### src/rtl/ber_pkg.sv
// Shared types and constants for the BER pattern generator: pattern selects, LFSR taps,
// control states and small helpers.
package ber_pkg;

  localparam int unsigned LfsrWidth = 23;

  typedef enum logic [1:0] {
    PrbsSel7   = 2'd0,
    PrbsSel15  = 2'd1,
    PrbsSel23  = 2'd2,
    PrbsSelAlt = 2'd3
  } prbs_sel_e;

  localparam int unsigned Prbs7TapHi  = 6;
  localparam int unsigned Prbs7TapLo  = 5;
  localparam int unsigned Prbs15TapHi = 14;
  localparam int unsigned Prbs15TapLo = 13;
  localparam int unsigned Prbs23TapHi = 22;
  localparam int unsigned Prbs23TapLo = 17;

  typedef enum logic [1:0] {
    StIdle,
    StPayload,
    StTail,
    StDone
  } state_e;

  function automatic logic [LfsrWidth-1:0] seed_mask(prbs_sel_e sel);
    logic [LfsrWidth-1:0] mask;
    case (sel)
      PrbsSel7:  mask = 23'h00007F;
      PrbsSel15: mask = 23'h007FFF;
      PrbsSel23: mask = 23'h7FFFFF;
      default:   mask = '0;
    endcase
    return mask;
  endfunction

  // A zero seed would lock the LFSR, so it is replaced by all-ones of the active width.
  // The alternating pattern ignores the seed and always starts from zero state.
  function automatic logic [LfsrWidth-1:0] seed_init(prbs_sel_e sel, logic [LfsrWidth-1:0] seed);
    logic [LfsrWidth-1:0] mask;
    logic [LfsrWidth-1:0] s;
    mask = seed_mask(sel);
    s    = seed & mask;
    if (s == '0) s = mask;
    return s;
  endfunction

  function automatic logic [31:0] sat_inc(logic [31:0] v);
    return (v == 32'hFFFF_FFFF) ? v : v + 32'd1;
  endfunction

endpackage

### src/rtl/ber_pattern_gen_if.sv
// Encoder-side symbol handshake plus the clean reference stream for the BER checker.
interface ber_pattern_gen_if;
  logic tx_valid;
  logic tx_bit;
  logic tx_ready;
  logic ref_valid;
  logic ref_bit;
  logic advance;

  modport master (
    output tx_valid, tx_bit, ref_valid, ref_bit, advance,
    input  tx_ready
  );

  modport slave (
    input  tx_valid, tx_bit, ref_valid, ref_bit, advance,
    output tx_ready
  );
endinterface

### src/rtl/prbs_lfsr.sv
// Fibonacci LFSR with selectable polynomial; bit_o is the feedback of the current state and
// becomes the new bit 0 on step.
module prbs_lfsr
  import ber_pkg::*;
(
  input  logic                 clk,
  input  logic                 rst,
  input  logic                 load_i,
  input  logic [LfsrWidth-1:0] seed_i,
  input  prbs_sel_e            sel_i,
  input  logic                 step_i,
  output logic                 bit_o
);

  logic [LfsrWidth-1:0] state_q, state_d;
  prbs_sel_e            sel_q, sel_d;
  logic                 fb;

  // Alternating mode reuses the shifter: feeding back ~bit0 yields 1,0,1,0 from zero state.
  always_comb begin
    fb = 1'b0;
    unique case (sel_q)
      PrbsSel7:   fb = state_q[Prbs7TapHi] ^ state_q[Prbs7TapLo];
      PrbsSel15:  fb = state_q[Prbs15TapHi] ^ state_q[Prbs15TapLo];
      PrbsSel23:  fb = state_q[Prbs23TapHi] ^ state_q[Prbs23TapLo];
      PrbsSelAlt: fb = ~state_q[0];
      default:    fb = 1'b0;
    endcase
  end

  always_comb begin
    state_d = state_q;
    sel_d   = sel_q;
    if (load_i) begin
      sel_d   = sel_i;
      state_d = seed_init(sel_i, seed_i);
    end else if (step_i) begin
      state_d = {state_q[LfsrWidth-2:0], fb};
    end
  end

  always_ff @(posedge clk) begin
    if (rst) begin
      state_q <= '0;
      sel_q   <= PrbsSel7;
    end else begin
      state_q <= state_d;
      sel_q   <= sel_d;
    end
  end

  assign bit_o = fb;

endmodule

### src/rtl/ber_pattern_gen.sv
// BER test stimulus source: PRBS payload with optional periodic bit flips, zero tail to
// flush the decoder, and a clean reference stream for the receive-side checker.
module ber_pattern_gen
  import ber_pkg::*;
#(
  parameter int unsigned TbLen = 12
) (
  input  logic                  clk,
  input  logic                  rst,
  input  logic                  start_i,
  input  logic [15:0]           total_bits_i,
  input  logic [1:0]            prbs_sel_i,
  input  logic [LfsrWidth-1:0]  seed_i,
  input  logic [15:0]           err_interval_i,
  ber_pattern_gen_if.master     tx_if,
  output logic                  busy_o,
  output logic                  done_o,
  output logic [31:0]           bits_sent_o,
  output logic [31:0]           errors_injected_o
);

  localparam int unsigned TailW = (TbLen > 1) ? $clog2(TbLen) : 1;

  state_e           state_q, state_d;
  logic [15:0]      total_q, total_d;
  logic [15:0]      err_q, err_d;
  logic [15:0]      cnt_q, cnt_d;
  logic [TailW-1:0] tail_q, tail_d;
  logic [31:0]      bits_q, bits_d;
  logic [31:0]      errs_q, errs_d;

  logic in_payload, in_tail, tx_valid, xfer, flip_now, start_ok, lfsr_bit;

  assign in_payload = (state_q == StPayload);
  assign in_tail    = (state_q == StTail);
  assign tx_valid   = in_payload | in_tail;
  assign xfer       = tx_valid & tx_if.tx_ready;
  assign start_ok   = start_i & ((state_q == StIdle) | (state_q == StDone));

  // Flip the bit whose transfer brings the interval count up to err_interval.
  assign flip_now = in_payload && (err_q != 16'd0) &&
                    (({1'b0, cnt_q} + 17'd1) == {1'b0, err_q});

  prbs_lfsr u_lfsr (
    .clk    (clk),
    .rst    (rst),
    .load_i (start_ok),
    .seed_i (seed_i),
    .sel_i  (prbs_sel_e'(prbs_sel_i)),
    .step_i (in_payload & xfer),
    .bit_o  (lfsr_bit)
  );

  assign tx_if.tx_valid  = tx_valid;
  assign tx_if.tx_bit    = in_payload & (lfsr_bit ^ flip_now);
  assign tx_if.ref_valid = in_payload & tx_if.tx_ready;
  assign tx_if.ref_bit   = in_payload & lfsr_bit;
  assign tx_if.advance   = xfer;

  assign busy_o            = tx_valid;
  assign done_o            = (state_q == StDone);
  assign bits_sent_o       = bits_q;
  assign errors_injected_o = errs_q;

  always_comb begin
    state_d = state_q;
    total_d = total_q;
    err_d   = err_q;
    cnt_d   = cnt_q;
    tail_d  = tail_q;
    bits_d  = bits_q;
    errs_d  = errs_q;
    unique case (state_q)
      StIdle, StDone: begin
        if (start_i) begin
          total_d = total_bits_i;
          err_d   = err_interval_i;
          cnt_d   = '0;
          tail_d  = '0;
          bits_d  = '0;
          errs_d  = '0;
          state_d = (total_bits_i == 16'd0) ? StDone : StPayload;
        end
      end
      StPayload: begin
        if (xfer) begin
          bits_d = sat_inc(bits_q);
          if (flip_now) begin
            cnt_d  = '0;
            errs_d = sat_inc(errs_q);
          end else begin
            cnt_d = cnt_q + 16'd1;
          end
          if ((bits_q + 32'd1) == {16'd0, total_q}) state_d = StTail;
        end
      end
      StTail: begin
        if (xfer) begin
          if (tail_q == TailW'(TbLen - 1)) state_d = StDone;
          else tail_d = tail_q + TailW'(1);
        end
      end
      default: state_d = StIdle;
    endcase
  end

  always_ff @(posedge clk) begin
    if (rst) begin
      state_q <= StIdle;
      total_q <= '0;
      err_q   <= '0;
      cnt_q   <= '0;
      tail_q  <= '0;
      bits_q  <= '0;
      errs_q  <= '0;
    end else begin
      state_q <= state_d;
      total_q <= total_d;
      err_q   <= err_d;
      cnt_q   <= cnt_d;
      tail_q  <= tail_d;
      bits_q  <= bits_d;
      errs_q  <= errs_d;
    end
  end

endmodule

### src/flat_wrapper.sv
// flat-port wrapper written by rule: the top's interface ports become plain ports
module ber_pattern_gen_flat import ber_pkg::*;
#(
  parameter int unsigned TbLen = 12
)
  (clk, rst, start_i, total_bits_i, prbs_sel_i, seed_i, err_interval_i, busy_o, done_o, bits_sent_o, errors_injected_o, tx_if_tx_valid, tx_if_tx_bit, tx_if_ref_valid, tx_if_ref_bit, tx_if_advance, tx_if_tx_ready);
  ber_pattern_gen_if tx_if_i ();
  input  logic clk;
  input  logic rst;
  input  logic start_i;
  input  logic [15:0] total_bits_i;
  input  logic [1:0] prbs_sel_i;
  input  logic [LfsrWidth-1:0] seed_i;
  input  logic [15:0] err_interval_i;
  output logic busy_o;
  output logic done_o;
  output logic [31:0] bits_sent_o;
  output logic [31:0] errors_injected_o;
  output wire logic [$bits(tx_if_i.tx_valid)-1:0] tx_if_tx_valid;
  output wire logic [$bits(tx_if_i.tx_bit)-1:0] tx_if_tx_bit;
  output wire logic [$bits(tx_if_i.ref_valid)-1:0] tx_if_ref_valid;
  output wire logic [$bits(tx_if_i.ref_bit)-1:0] tx_if_ref_bit;
  output wire logic [$bits(tx_if_i.advance)-1:0] tx_if_advance;
  input wire logic [$bits(tx_if_i.tx_ready)-1:0] tx_if_tx_ready;
  assign tx_if_tx_valid = tx_if_i.tx_valid;
  assign tx_if_tx_bit = tx_if_i.tx_bit;
  assign tx_if_ref_valid = tx_if_i.ref_valid;
  assign tx_if_ref_bit = tx_if_i.ref_bit;
  assign tx_if_advance = tx_if_i.advance;
  assign tx_if_i.tx_ready = tx_if_tx_ready;
  ber_pattern_gen #(.TbLen(TbLen)) u_core (.clk(clk), .rst(rst), .start_i(start_i), .total_bits_i(total_bits_i), .prbs_sel_i(prbs_sel_i), .seed_i(seed_i), .err_interval_i(err_interval_i), .tx_if(tx_if_i), .busy_o(busy_o), .done_o(done_o), .bits_sent_o(bits_sent_o), .errors_injected_o(errors_injected_o));
endmodule
### config.mk
export PLATFORM = sky130hd
export DESIGN_NAME = ber_pattern_gen_flat
export DESIGN_NICKNAME = d
export VERILOG_FILES = /design/src/rtl/ber_pkg.sv /design/src/rtl/ber_pattern_gen_if.sv /design/src/rtl/prbs_lfsr.sv /design/src/rtl/ber_pattern_gen.sv /design/src/flat_wrapper.sv
export SDC_FILE = /design/constraint.sdc
export NUM_CORES = 1
export LEC_CHECK = 0
export CAP_MARGIN = 25
export CORE_MARGIN = 5
export CORE_UTILIZATION = 60
export CTS_BUF_LIST = sky130_fd_sc_hd__clkbuf_4
export CTS_CLUSTER_SIZE = 28
export DETAILED_ROUTE_END_ITERATION = 7
export GPL_TIMING_DRIVEN = 1
export HOLD_SLACK_MARGIN = 0.02
export PLACE_DENSITY = 0.93
export SLEW_MARGIN = 10
export SYNTH_ARGS = -nofsm -noshare
export SYNTH_HDL_FRONTEND = slang
export SYNTH_SLANG_ARGS = --single-unit
### constraint.sdc
create_clock -name clk -period 9.5 [get_ports clk]
set_clock_uncertainty 0.15 [all_clocks]
set_input_delay 0.95 -clock clk [delete_from_list [all_inputs] [get_ports clk]]
set_output_delay 0.95 -clock clk [all_outputs]
set_load 0.01 [all_outputs]
==> key figures <==
Clocking
  • Clk buf depth: 2
  • Clock sink count: about 140
  • Post-CTS sizing: 0
  • Worst-path clk slew: 0.12 ns
  • CTS Hold Bufs: 0
  • Skew-Pair Late Insertion Delay: 0.57 ns
  • # Post-CTS Setup Buffers: 0
  • H-tree levels: 4
  • CTS tree: done
  • CTS Root Cell: clkbuf_4
  • CTS Buf Count: 17

STA
  • Fin crit share: 0.5630
  • Final WS setup: about 4.2 ns
  • Final setup vio count: 0
  • Final hold violation count: 0
  • Fin Setup TNS: 0 ns
  • Worst Max-Slew Pin Slew: approximately 1 ns
  • Fin crit period: 5.349 ns
  • Slew Viols, Final: 0
  • Max-Slew Margin vs Limit: 0.3340
  • RSZ-0062 raised after global routing: no
  • Maximum clock rate: 0.1870 GHz

Worst setup path
  • Worst path slowest cell: a2111oi_4
  • Worst-path cell chain: ha_1 > nand3_1 > or4b_1 > o211ai_1 > a21oi_1 > a2111oi_4 > nand2_4 > xor2_1 > and2_1 > clkdlybuf4s50_1
  • CP Launch Type: flip-flop
  • Worst path max stage delay: ~0.63 ns
  • CP required: ~8.4 ns
  • WP data arrival: 4.25 ns
  • Worst Setup End Kind: primary output
  • Critical Path Fanout Max: 11
  • Setup CP Type: flip-flop to primary output

Place
  • Number of port buffers: 131
  • Hpwl dp: around 16000 um
  • RePlAce Congestion: 0.9565
  • DP Cell Count: 1367
  • Dpl ws: about 4.8 ns

Yosys
  • Count of yosys warnings during synthesis: 0
  • Syn Inst Count: about 1.1k
  • Yosys cell types: ~70
  • Flops & latches, synth: about 140
  • Post-Syn Area: 8320 um2
  • Average size of a mapped cell: 7.409 um2
  • Register area share after synthesis: 0.3441
  • Main synth FF type: dfxtp_1
  • Number of synthesized flops with an enable pin: 0
  • Synthesized net count: approximately 1.2k
  • Async SR Flop Fraction: 0

Routing
  • Total wire length: 23290 um
  • Wire length per cell: between 15 and 20 um
  • DRC viols: 0
  • Detailed Routing Iterations Pass 1: 6
  • Vias per inst: around 6.3
  • Via total after detailed routing: 8833
  • Post-route ant nets: 0
  • Initial DRC Count: 828

Floorplanning
  • Die area: roughly 16000 um2
  • Core footprint: 13720 um2
  • Die Wd: roughly 130 um
  • Starting Density: 0.6065
  • Cell Rows: 43
  • Die Ht: about 130 um
  • I/O pin cnt: around 130

Global routing
  • Largest net degree at the start of global routing: between 100 and 150
  • First-pass GRT wire length: ~38000 um
  • Vias in the first global route: approximately 8.0k
  • Total grt overflow: 0
  • Antenna violations before repair: 0
  • GR Util All Layers: 0.2790

Job
  • Max-cap violation count: 0

Pwr
  • Max rail drop VDD: 140.7 uV
  • Pwr per Cell Area: 174.9 nW/um2
  • Leak pwr: between 3 and 4 nW

Min path
  • Hold Path Class: flip-flop to flip-flop

Layout
  • Fill cells: ~1.1k
  • Layout area overhead: 20.30%
  • Nets: about 1.3k
  • Ant. Diodes: 0
  • Proportion of layout cells with a drive suffix above 1: 0.05815
  • Non-filler cells, final: approximately 1.4k
  • Core Util, Final: 0.7296

Run status
  • Status: finished clean
[worst max-delay path, delay by kind of cell (launching register included)]
kind                       cells  cell delay, ns
buffers and inverters          1            0.55
and+or+nand+nor                4            1.38
DFF                            1            0.46
adders and majority gates      1            0.27
xor gates and xnor gates       1            0.17
AOI/OAI and AO/OA              3            0.86
[per-layer routing]
layer | vias to the layer above | GRT usage | part of all wire
met3 | 57 | 0.05875 | 0.084
met2 | 435 | 0.4689 | 0.49
met1 | 4134 | 0.3579 | 0.41
met4 | 0 | 0.09114 | 0.023
li1 | 4207 | - | -
met5 | - | 0 | 0
[layout make-up]
type | instances | area [um2] | share of cell area
repair buffers | 142 | 1436 | 0.1435
flip-flops and latches | 143 | 2863 | 0.2860
clock inverters | 13 | 188.9 | 0.01887
multi-input cells | 888 | 5094 | 0.5089
well taps | 180 | 225.2 | 0.02250
inverters | 16 | 60.06 | 0.006000
clock buffers | 19 | 142.6 | 0.01425
[through the flow]
step | power, mW | hold WS [ns] | area [um2]
final | 1.751 | 0.3295 | 10010
after global routing | 1.853 | 0.3558 | 10010
after CTS | 1.741 | 0.3292 | 9955
after detailed placement | 1.300 | 0.3120 | 9623
after global placement | 1.278 | 0.3035 | 9600
after floorplan | 1.126 | 0.2914 | 8320
[path summary, 6_finish.rpt]
| kind | cells after the start | startpoint | slack (ns) | endpoint |
|---|---|---|---|---|
| setup / recovery | 10 | u_core.cnt_q[0] | 4.15 | tx_if_tx_bit |
| hold / removal | 2 | u_core.total_q[8] | 0.33 | u_core.total_q[8] |
| setup reg to reg | 9 | u_core.cnt_q[0] | 5.50 | u_core.errors_injected_o[27] |
| hold reg to reg | 2 | u_core.total_q[8] | 0.33 | u_core.total_q[8] |
[cell usage in the layout (no fill, tap or decap), types with 13 or more instances in the layout]
cell type / count
and2_1: 13
nand2_1: 210
clkdlybuf4s50_1: 130
inv_1: 16
o31ai_1: 22
nor4_1: 22
o21ai_0: 53
nor3_1: 21
xnor2_1: 32
nand3_1: 54
nand4_1: 21
xor2_1: 23
nor2_1: 125
a311oi_1: 18
a31oi_1: 15
clkbuf_4: 19
and3_1: 16
dfxtp_1: 143
a21oi_1: 94
[registers in the layout (all words and copies together), names as in the netlist]
register,count
u_core.bits_sent_o,32
u_core.errors_injected_o,32
u_core.u_lfsr.state_q,23
u_core.cnt_q,16
u_core.err_q,16
u_core.total_q,16
u_core.tail_q,4
u_core.state_q,2
u_core.u_lfsr.sel_q,2
[kinds of logic (layout without fill, tap and decap cells)]
| kind of cell | Yosys count | count (layout) | synth area share |
|---|---|---|---|
| buffers and inverters | 92 | 190 | 0.04541 |
| muxes | 13 | 13 | 0.01744 |
| xor gates and xnor gates | 55 | 55 | 0.05789 |
| AOI/OAI and AO/OA | 268 | 268 | 0.2065 |
| DFF | 143 | 143 | 0.3441 |
| adders and majority gates | 10 | 10 | 0.01504 |
| and+or+nand+nor | 542 | 542 | 0.3137 |
[cell usage after synthesis, types with 5 or more instances]
library cell / instances / area share
nand2_1: 211 / 0.095
dfxtp_1: 143 / 0.34
nor2_1: 125 / 0.056
a21oi_1: 94 / 0.057
clkbuf_1: 65 / 0.029
nand3_1: 54 / 0.032
o21ai_0: 53 / 0.032
xnor2_1: 32 / 0.034
xor2_1: 23 / 0.024
nor4_1: 22 / 0.017
o31ai_1: 22 / 0.020
nand4_1: 21 / 0.016
nor3_1: 21 / 0.013
a311oi_1: 18 / 0.019
a31oi_1: 16 / 0.012
and3_1: 16 / 0.012
inv_1: 16 / 0.0072
and2_1: 13 / 0.0098
o211ai_1: 12 / 0.011
a211oi_1: 11 / 0.0099
and4_1: 10 / 0.011
ha_1: 10 / 0.015
mux2i_1: 10 / 0.012
nand3b_1: 9 / 0.0081
or3_1: 5 / 0.0038
[power by group]
| part | internal [mW] | leakage [nW] | switching (mW) |
|---|---|---|---|
| Sequential | 0.655 | 1.16 | 0.0516 |
| Combinational | 0.225 | 2.08 | 0.372 |
| Clock | 0.215 | 0.161 | 0.232 |
| Total | 1.10 | 3.40 | 0.656 |
No activity file was read; power rests on OpenSTA's default activity.
==> RTL change (same flow settings) <==
Register the output `errors_injected_o` once more, with the module's reset; this adds one clock of latency there. The other outputs are not delayed to match.
--- a/src/rtl/ber_pattern_gen.sv
+++ b/src/rtl/ber_pattern_gen.sv
@@ -62,3 +62,9 @@
   assign bits_sent_o       = bits_q;
-  assign errors_injected_o = errs_q;
+  always_ff @(posedge clk) begin
+    if (rst) begin
+      errors_injected_o <= '0;
+    end else begin
+      errors_injected_o <= errs_q;
+    end
+  end
 
Formal check against the unedited RTL: not equivalent (Yosys sat finds a counterexample within 4 cycles, from zero or initial values and one cycle with rst high).
==> RTL change against the original RTL <==
- cell area grew 9.0%
- combinational power is 17% higher
- fmax up 5.6%
- sequential share of layout area rose by 3.5 points
- routed wire length grew 3.3%
- area after synthesis up 12%
- cell count grew 5.2%
- clock power fell by 2%
- non-clock buffer count unchanged
- sequential cell count is 32 higher
- worst setup slack improved by 0.28 ns
- total power grew 13%
- critical path depth is 1 lower
- critical endpoint unchanged
- largest power group unchanged
==> RTL change: results <==
{
  "status": "completed",
  "gp_congestion": 0.949,
  "routedWlPerCell_um": 16.3,
  "grt_pass1_vias": 8090,
  "wl_um": 24100,
  "path_clk_slew_ns": 0.14,
  "routed_via_density": 6.20,
  "grt_max_degree": 81,
  "drt_iter0_markers": 1041,
  "gr-usage-met3_pct": 4.43,
  "ir_drop_v": 0.000118,
  "ys_seq_area_share_pct": 37.6,
  "r2r_start": "u_core.bits_sent_o[0]$_SDFFE_PP0P_",
  "worst_pin_slew_ns": 0.927,
  "cp_max_fo": 15,
  "internal_power_uw": 1210,
  "critical_path.max_stage_delay_ns": 0.69,
  "reg2reg_to": "u_core.bits_sent_o[16]$_SDFFE_PP0P_",
  "cp_slowest_cell": "nor4_1",
  "min_to": "u_core.total_q[0]$_SDFFE_PP0P_",
  "grt_pass1_wl_um": 39300,
  "synth.distinct_cells": 72,
  "synthTopCellsByArea": "dfxtp_1 (38%), nand2_1 (7.0%), a21oi_1 (6.1%)",
  "use_met1_pct": 34.9,
  "synth_commonest_cells": "dfxtp_1 (175), nand2_1 (174), a21oi_1 (114)",
  "dp_cells": 1440,
  "leakagePower_uw": 0.00377,
  "worstSkewPairLatency_ns": 0.59,
  "layout-drive-gt1-share_pct": 7.00,
  "r2r_cells": 10
}
-- RTL change: cell types whose count changed in the layout (fill, tap and decap cells not counted), sizes merged, moves of 21 or more --
cell,change
nand2,-37
nor3,+35
nor2b,+33
dfxtp,+32
mux2,+22
a21oi,+21
-- RTL change: worst max path at each step --
| stage | from | endpoint | slack (ns) |
|---|---|---|---|
| after floorplan | u_core.cnt_q[3]$_SDFFE_PP0P_ | tx_if_tx_bit | 6.01 |
| after global placement | tx_if_tx_ready | u_core.bits_sent_o[18]$_SDFFE_PP0P_ | 4.77 |
| after detailed placement | tx_if_tx_ready | u_core.bits_sent_o[18]$_SDFFE_PP0P_ | 4.65 |
| after CTS | u_core.cnt_q[2]$_SDFFE_PP0P_ | tx_if_tx_bit | 4.48 |
| after global routing | u_core.cnt_q[2]$_SDFFE_PP0P_ | tx_if_tx_bit | 4.20 |
| final | u_core.cnt_q[2]$_SDFFE_PP0P_ | tx_if_tx_bit | 4.43 |
-- RTL change: critical path: cells and delay by family (launching register included) --
family	cells	cell delay (ns)
simple gates	4	1.51
buf+inv	2	0.84
flops	1	0.53
xor+xnor	2	0.28
compound gates	1	0.21
-- RTL change: final cells by class --
type / instances / area (um2)
Multi-Input combinational cell: 917 / 5400
Fill cell: 1225 / 4290
Tap cell: 188 / 235
Timing Repair Buffer: 142 / 1400
Sequential cell: 175 / 3500
Clock inverter: 13 / 154
Inverter: 20 / 75.1
Clock buffer: 19 / 143
-- RTL change: routing by layer --
| metal | vias up | routed length (um) |
|---|---|---|
| met5 | - | 0 |
| met4 | 0 | 534 |
| met3 | 57 | 1810 |
| met2 | 387 | 11400 |
| met1 | 4247 | 10300 |
| li1 | 4444 | - |
-- RTL change: power groups by stage --
stage,Combinational (uW),Clock (uW),Sequential (uW)
2_1_floorplan,489,0,832
3_3_place_gp,660,0,845
3_5_place_dp,679,0,848
4_1_cts,684,445,832
5_1_grt,768,480,840
6_report,701,439,834
-- RTL change: kinds of logic after synthesis --
logic type	synth area share, %
xor+xnor	5.27
mux	3.78
simple gates	29.3
fa+ha+maj	1.34
flops	37.6
buf+inv	4.67
compound gates	18.0
-- RTL change: through the flow --
stage	hold WS, ns	setup slack, ns	area [um2]
finish	0.331	4.43	10900
global route	0.356	4.20	10900
CTS	0.332	4.48	10900
detailed placement	0.312	4.65	10600
global placement	0.300	4.77	10600
floorplan	0.291	6.01	9330
